--- src/rtl/val2_pkg.sv ---
// ---------------------------------------------------------------------------
// val2_pkg : shared types and count rules for the register-shift sequencer
// Rev 1.0
// ---------------------------------------------------------------------------
`default_nettype none

package val2_pkg;

  localparam logic [1:0] SH_LSL = 2'b00;
  localparam logic [1:0] SH_LSR = 2'b01;
  localparam logic [1:0] SH_ASR = 2'b10;
  localparam logic [1:0] SH_ROR = 2'b11;

  localparam int MAX_COUNT = 33;

  typedef enum logic [1:0] {
    IDLE  = 2'd0,
    SHIFT = 2'd1,
    DONE  = 2'd2
  } state_e;

  // Single-bit steps reproduce ARM's >=32 corner cases once amounts are clamped.
  function automatic logic [5:0] shift_count(input logic [1:0] sh, input logic [7:0] amt);
    logic [5:0] cnt;
    cnt = 6'd0;
    if (amt != 8'd0) begin
      case (sh)
        SH_LSL, SH_LSR: cnt = (amt > 8'(MAX_COUNT)) ? 6'(MAX_COUNT) : amt[5:0];
        SH_ASR:         cnt = (amt > 8'd32) ? 6'd32 : amt[5:0];
        default:        cnt = (amt[4:0] != 5'd0) ? {1'b0, amt[4:0]} : 6'd32;
      endcase
    end
    return cnt;
  endfunction

endpackage

`default_nettype wire

--- src/rtl/val2_shift_step.sv ---
// ---------------------------------------------------------------------------
// val2_shift_step : combinational shift of up to STEP bits, with last bit out
// Rev 1.0
// ---------------------------------------------------------------------------
`default_nettype none

module val2_shift_step
  import val2_pkg::*;
#(
  parameter int STEP = 4
) (
  input  logic [31:0]                 data_i,
  input  logic [1:0]                  type_i,
  input  logic [$clog2(STEP+1)-1:0]   n_i,
  output logic [31:0]                 data_o,
  output logic                        carry_o
);

  logic [5:0] n6;
  logic [4:0] lsl_idx;
  logic [4:0] rsh_idx;

  assign n6      = 6'(n_i);
  assign lsl_idx = 5'(6'd32 - n6);
  assign rsh_idx = 5'(n6 - 6'd1);

  always_comb begin
    data_o  = data_i;
    carry_o = 1'b0;
    if (n6 != 6'd0) begin
      case (type_i)
        SH_LSL: begin
          data_o  = data_i << n6;
          carry_o = data_i[lsl_idx];
        end
        SH_LSR: begin
          data_o  = data_i >> n6;
          carry_o = data_i[rsh_idx];
        end
        SH_ASR: begin
          data_o  = 32'($signed(data_i) >>> n6);
          carry_o = data_i[rsh_idx];
        end
        default: begin
          data_o  = (data_i >> n6) | (data_i << (6'd32 - n6));
          carry_o = data_i[rsh_idx];
        end
      endcase
    end
  end

endmodule

`default_nettype wire

--- src/rtl/val2_shift_sequencer.sv ---
// ---------------------------------------------------------------------------
// val2_shift_sequencer : multi-cycle register-specified shifter for Val2
// Rev 1.0
// ---------------------------------------------------------------------------
`default_nettype none

module val2_shift_sequencer
  import val2_pkg::*;
#(
  parameter int STEP = 4
) (
  input  logic        clk,
  input  logic        rst,
  input  logic        in_valid,
  output logic        in_ready,
  input  logic [31:0] rm,
  input  logic [1:0]  shift_type,
  input  logic [7:0]  shift_amt,
  input  logic        carry_in,
  input  logic        flush,
  output logic        out_valid,
  input  logic        out_ready,
  output logic [31:0] result,
  output logic        carry_out,
  output logic        busy
);

  localparam int         NW    = $clog2(STEP + 1);
  localparam logic [5:0] STEP6 = 6'(STEP);

  state_e      state_q;
  logic [31:0] work_q;
  logic        carry_q;
  logic [5:0]  rem_q;
  logic [1:0]  type_q;
  logic        out_valid_q;
  logic        busy_q;
  logic        in_ready_q;

  logic [5:0]    count_d;
  logic [5:0]    n6;
  logic [NW-1:0] n;
  logic [31:0]   work_d;
  logic          carry_d;

  assign count_d = shift_count(shift_type, shift_amt);
  assign n6      = (rem_q < STEP6) ? rem_q : STEP6;
  assign n       = n6[NW-1:0];

  val2_shift_step #(
    .STEP (STEP)
  ) u_step (
    .data_i  (work_q),
    .type_i  (type_q),
    .n_i     (n),
    .data_o  (work_d),
    .carry_o (carry_d)
  );

  always_ff @(posedge clk or negedge rst) begin
    if (!rst) begin
      state_q     <= IDLE;
      work_q      <= 32'd0;
      carry_q     <= 1'b0;
      rem_q       <= 6'd0;
      type_q      <= SH_LSL;
      out_valid_q <= 1'b0;
      busy_q      <= 1'b0;
      in_ready_q  <= 1'b1;
    end else if (flush) begin
      state_q     <= IDLE;
      out_valid_q <= 1'b0;
      busy_q      <= 1'b0;
      in_ready_q  <= 1'b1;
    end else begin
      case (state_q)
        IDLE: begin
          if (in_valid) begin
            work_q     <= rm;
            carry_q    <= carry_in;
            type_q     <= shift_type;
            rem_q      <= count_d;
            busy_q     <= 1'b1;
            in_ready_q <= 1'b0;
            if (count_d == 6'd0) begin
              state_q     <= DONE;
              out_valid_q <= 1'b1;
            end else begin
              state_q <= SHIFT;
            end
          end
        end
        SHIFT: begin
          work_q  <= work_d;
          carry_q <= carry_d;
          rem_q   <= rem_q - n6;
          if (rem_q == n6) begin
            state_q     <= DONE;
            out_valid_q <= 1'b1;
          end
        end
        DONE: begin
          // Completing handshake returns to IDLE; the next accept waits a cycle.
          if (out_ready) begin
            state_q     <= IDLE;
            out_valid_q <= 1'b0;
            busy_q      <= 1'b0;
            in_ready_q  <= 1'b1;
          end
        end
        default: begin
          state_q     <= IDLE;
          out_valid_q <= 1'b0;
          busy_q      <= 1'b0;
          in_ready_q  <= 1'b1;
        end
      endcase
    end
  end

  assign in_ready  = in_ready_q;
  assign out_valid = out_valid_q;
  assign result    = work_q;
  assign carry_out = carry_q;
  assign busy      = busy_q;

endmodule

`default_nettype wire

--- config.mk ---
export PLATFORM = sky130hd
export DESIGN_NAME = val2_shift_sequencer
export DESIGN_NICKNAME = d
export VERILOG_FILES = /design/src/rtl/val2_pkg.sv /design/src/rtl/val2_shift_step.sv /design/src/rtl/val2_shift_sequencer.sv
export SDC_FILE = /design/constraint.sdc
export NUM_CORES = 1
export LEC_CHECK = 0
export CORE_ASPECT_RATIO = 0.5
export CORE_MARGIN = 2
export CORE_UTILIZATION = 29
export CTS_CLUSTER_SIZE = 20
export DETAILED_ROUTE_END_ITERATION = 6
export PLACE_DENSITY = 0.52
export SLEW_MARGIN = 25
export SYNTH_ARGS = -nofsm -noshare
export SYNTH_HDL_FRONTEND = slang
export SYNTH_SLANG_ARGS = --single-unit
--- constraint.sdc ---
create_clock -name clk -period 3.8 [get_ports clk]
set_clock_uncertainty 0.1 [all_clocks]
set_input_delay 0.38 -clock clk [delete_from_list [all_inputs] [get_ports clk]]
set_output_delay 0.38 -clock clk [all_outputs]
set_load 0.005 [all_outputs]
== Word-level counts from Yosys, hierarchy flattened ==
Index checks and enable logic that the tools add are counted.
Word-level totals
  register bits: 46
  output and inout port bits: 36
  memory bits (writable): 0
  logic and storage cells: 90
  memories: 0
  input port bits: 48
  latch bits: 0
  memory bits (read-only): 0
Cells by class
  reduce and logical (&&, ||, !) cells: 15
  multiplexer cells: 39
  multiply operators: 0
  magnitude comparators: 5
  divide/modulo/power cells: 0
  bitwise gates (word level): 2
  shift operators: 4
  $add $sub $neg: 3
  eq/ne operators: 14
Operators by type and width (count)
  $pmux W32 S3: 1
  $mux W32: 2
  $pmux W32 S2: 1
  $mux W6: 6
  $or A32 B32 Y32: 1
  $shl A32 B3 Y32: 1
  $shl A32 B6 Y32: 1
  $shr A32 B3 Y32: 1
  $sshr A32 B3 Y32: 1
  $pmux W6 S2: 2
  $gt A8 B6 Y1 const B: 2
  $mux W1: 15
  $lt A5 B6 Y1 const B: 2
  $ne A3 B3 Y1 const B: 4
  $reduce_and A3 Y1: 4
  $bmux W1 S5: 2
  $mux W2: 5
  $pmux W1 S3: 3
  $reduce_and A4 Y1: 2
  $reduce_bool A8 Y1: 1
  $eq A2 B1 Y1 const B: 3
  $eq A2 B2 Y1 const B: 3
  $eq A6 B6 Y1: 1
  $logic_not A2 Y1: 3
  other kinds (14): 15

== Longest topological paths before layout ==
  depth in word-level cells: 9
  mapped depth: 15
  depth with buffers taken out: 11

== Hierarchy ==
From an unflattened synthesis, not the netlist that was laid out.
Second synthesis, totals
  cell total of the unflattened synthesis: 622
  area total of the unflattened synthesis: 5650.4 um^2
By module, submodules not included
  val2_shift_step: area an instance 3284.4 um^2, cells an instance 375, times used 1
  val2_shift_sequencer: area an instance 2366.0 um^2, cells an instance 247, times used 1

== Worst setup path after synthesis ==
No wires, ideal clock.
  path type: register to register
  from: register rem_q[5]
  to: register carry_q (netlist: carry_out)
  buffers on the path: 4
  slack: -145 ps
  setup time: 116 ps
  arrival time: 3730 ps
  stages on the path, launching flop included: 16
  period minus slack after synthesis: 3945 ps
  required time: 3584 ps
  cell sequence: dfrtp_1 or4_1 buf_6 nor2_8 inv_2 buf_2 buf_2 ha_1 ha_1 or4b_2 clkbuf_1 nor2_1 nand3_1 a211o_1 and3_1 o311ai_0
On the way
  word-level cells in the longest chain between the ends: 8
Ends and longest elaborated chain
  start: declaration: line val2_shift_sequencer.sv:34  | logic [5:0] rem_q;
  start signal: assignment: line val2_shift_sequencer.sv:82  | rem_q <= count_d;
  start signal: assignment: line val2_shift_sequencer.sv:96  | rem_q <= rem_q - n6;
  $lt A6 B3 Y1 (*): line val2_shift_sequencer.sv:47  | assign n6 = (rem_q < STEP6) ? rem_q : STEP6;
  $mux W6 (*): line val2_shift_sequencer.sv:47
  $sub A6 B3 Y6 / $sub A3 B1 Y4 (equally long branches)
  $bmux W1 S5 (on tied branches)
  $mux W1 (on tied branches)
  $mux W1
  $mux W1 (*): line val2_shift_step.sv:30  | if (n6 != 6'd0) begin
  $pmux W1 S2 (*): line val2_shift_sequencer.sv:76  | case (state_q)
  end signal: assignment: line val2_shift_sequencer.sv:80  | carry_q <= carry_in;
  end signal: assignment: line val2_shift_sequencer.sv:95  | carry_q <= carry_d;
  end: declaration: line val2_shift_sequencer.sv:33  | logic carry_q;
Mark *: on every way between the ends. The rest lies on a longest branch, timed or not. The select of a mux whose other input is x is not followed.
A chain may end at the register's enable or synchronous reset.

== Worst setup path after layout ==
  from: register rem_q[4]
  to: register carry_q (netlist: carry_out)
Same word-level chain as after synthesis.

==> flow_summary.yaml <==
setup_path:
  critPathMaxStageDelay_ns: 0.69
  reg2regPathDepth: 11
  reg2reg_to: "carry_out"
  crit_fanout: 9
  regToRegStartpoint: "rem_q[4]"
  critical_path_class: "reg2reg"
  crit_path_end_kind: "flip-flop"
  worst_path_max_delay_cell: "or4_1"
  path_cells: "or4_1 -> inv_2 -> nand2_1 -> ha_1 -> ha_1 -> or4b_2 -> nor2_4 -> nand3_1 -> a211o_1 -> and3_1 -> o311ai_0"
  crit_buf_inv: 1
  worstPathRequired_ns: 3.86
  cp_top_family: "simple AND/OR/NAND/NOR gates"
  start_kind: "flip-flop"
  crit_arrival_ns: 3.63
  regToRegSetupSlack_ns: 0.24
  worst_path_most_repeated_cell: "ha_1"
power_and_ir_drop:
  power_w: 0.00628
  max-vdd-ir-drop_v: 0.000357
  p_leak_nw: 2.44
  pwr_density_cell_nw_per_um2: 954
floorplanning:
  core-area_um2: 18300
  start_util_pct: 29.3
  fp.dieH_um: 100
  pin_count: 84
  rows: 35
  dieArea_um2: 19600
  die_w_um: 196
clock_network:
  cts_buffers: 5
  insertion_delay_ns: 0.30
  cts.sinks: 46
  cts_tree: "built"
  root_buffer: "clkbuf_16"
  clk_path_buf_depth: 2
  clkTransAtPathRegs_ns: 0.07
  htreeDepth: 2
place:
  port_buffers: 83
  finalWeightedCongestion: 0.926
  placed_area_um2: 6400
  dp_hpwl_um: 16300
worst_hold_path:
  whs_endpoint: "in_ready"
  worst_hold_startpoint: "in_ready"
  min_path_cells: 2
  hold_path.class: "reg2reg"
sta:
  finalCritPeriodShare_pct: 93.8
  relSlewSlack_pct: 31.4
  hold_viol: 0
  slew_viol_final: 0
  setup_violations: 0
  rsz0062_at_grt: "no"
  max_freq_ghz: 0.281
  final.min_clock_period_ns: 3.56
  worstMarginPinSlew_ns: 1.03
  finalSetupTns_ns: 0
cells_and_area:
  area_growth_pct: 22.8
  stdcell_area_um2: 6580
  final_common_cell: "nand2_1"
  finish.utilization_pct: 36.0
  seqCellArea_um2: 1150
  fill_cells: 1925
  multi_input_area_um2: 3820
  antenna_cells: 0
  drive_gt1_share_pct: 11.9
  layout_common_cells: "nand2_1 (95), clkdlybuf4s50_1 (82), a21oi_1 (63)"
  nNetsFinal: 789
synthesis:
  ys_seq_elements: 46
  syn_area_per_cell_um2: 7.76
  synth-edff-count: 0
  ys_seq_area_share_pct: 21.5
  yosys_warnings: 0
  syn-num-nets: 742
  synth_top_flop_cell: "dfrtp_1"
  synthCells: 691
  syn_area_um2: 5360
  async_flop_share_pct: 100
  synth_cell_types: 71
global_routing:
  grt_pass1_vias: 5887
  grt_usage_pct: 24.2
  grt_max_degree: 66
  grt_pass1_wl_um: 36700
  grt_antenna_before_repair: 0
  grt_overflow: 0
detailed_routing:
  vias_per_cell: 6.31
  drt_wl_total_um: 23700
  drt.antenna.violating_nets: 0
  wl_per_cell_um: 24.2
  drt_iter0_markers: 781
  via_count: 6173
  drc: 0
  first_pass_iters: 6
run:
  maxCapViolCount: 0
run_status:
  status: "completed"
cell families after synthesis:
| family | synth area share, % |
|---|---|
| muxes | 17.6 |
| adders and majority gates | 0.701 |
| buffers and inverters | 7.47 |
| DFF | 21.5 |
| other | 0.0700 |
| AOI/OAI and AO/OA | 30.6 |
| and+or+nand+nor | 22.0 |
report_power, final:
part	internal [W]	switching (W)
Combinational	0.00192	0.00245
Clock	0.000312	0.000234
Sequential	0.000695	0.000659
Total	0.00293	0.00335
worst max path at each step:
stage / startpoint / end / slack (ns) / cells past startpoint
floorplan: rem_q[5] / carry_out / 0.006 / 15
global placement: rem_q[5] / result[25] / 0.34 / 12
detailed placement: rem_q[4] / result[18] / 0.19 / 11
CTS: rem_q[4] / result[18] / 0.19 / 11
global route: rem_q[4] / carry_out / 0.03 / 11
finish: rem_q[4] / carry_out / 0.24 / 11
final cells by class:
type / instances / area share, %
sequential: 46 / 17.5
tap: 240 / 4.56
timing repair buffer: 118 / 16.6
multi-input combinational: 555 / 58.1
inverter: 12 / 0.684
clock inverter: 2 / 0.570
clock buffer: 6 / 1.96
layer usage:
metal / vias up / wire length [um] / GRT usage [%]
met5: - / 0 / 0
met3: 42 / 2090 / 4.91
met4: 0 / 370 / 4.84
met2: 327 / 10000 / 35.7
met1: 3052 / 11200 / 36.4
li1: 2752 / - / -
through the flow:
stage / instances / setup slack [ns] / hold slack [ns]
2_1_floorplan: 691 / 0.00553 / -0.0156
6_report: 979 / 0.236 / 0.428
3_3_place_gp: 970 / 0.345 / 0.300
3_5_place_dp: 970 / 0.193 / 0.309
5_1_grt: 979 / 0.0309 / 0.465
4_1_cts: 979 / 0.191 / 0.435
worst register-to-register path, cell delays in order, from the launching register on:
cell and delay (ns):
dfrtp_1 0.43, or4_1 0.70, inv_2 0.14, nand2_1 0.09, ha_1 0.18, ha_1 0.19
or4b_2 0.69, nor2_4 0.27, nand3_1 0.11, a211o_1 0.27, and3_1 0.17, o311ai_0 0.10
flip-flops by register name, indices dropped and copies added (netlist names):
register / flops
state_q: 2
busy: 1
carry_out: 1
rem_q: 6
type_q: 2
out_valid: 1
result: 32
in_ready: 1
cell usage after synthesis (11+ instances only):
library cell  instances  area, um^2
a221oi_1             11        96.3
mux2i_1              28         280
nor2_1               34         128
dfrtp_1              45        1130
nor3_1               20         100
mux4_2               23         518
clkbuf_1             59         221
a31oi_1              15        93.8
or3_1                14        87.6
and3_1               16         100
a21oi_1              63         315
o21ai_0              47         235
nand3_1              21         105
a211oi_1             33         248
nand2_1              95         357
what timing repair did:
action | 4_1_cts | 5_1_grt
hold buffers | 1 | 0
setup endpoints to repair | 0 | 1
hold endpoints to repair | 19 | 0
buffers inserted | 0 | 0
gates resized for setup | 0 | 2
(Power assumes the default switching activity.)
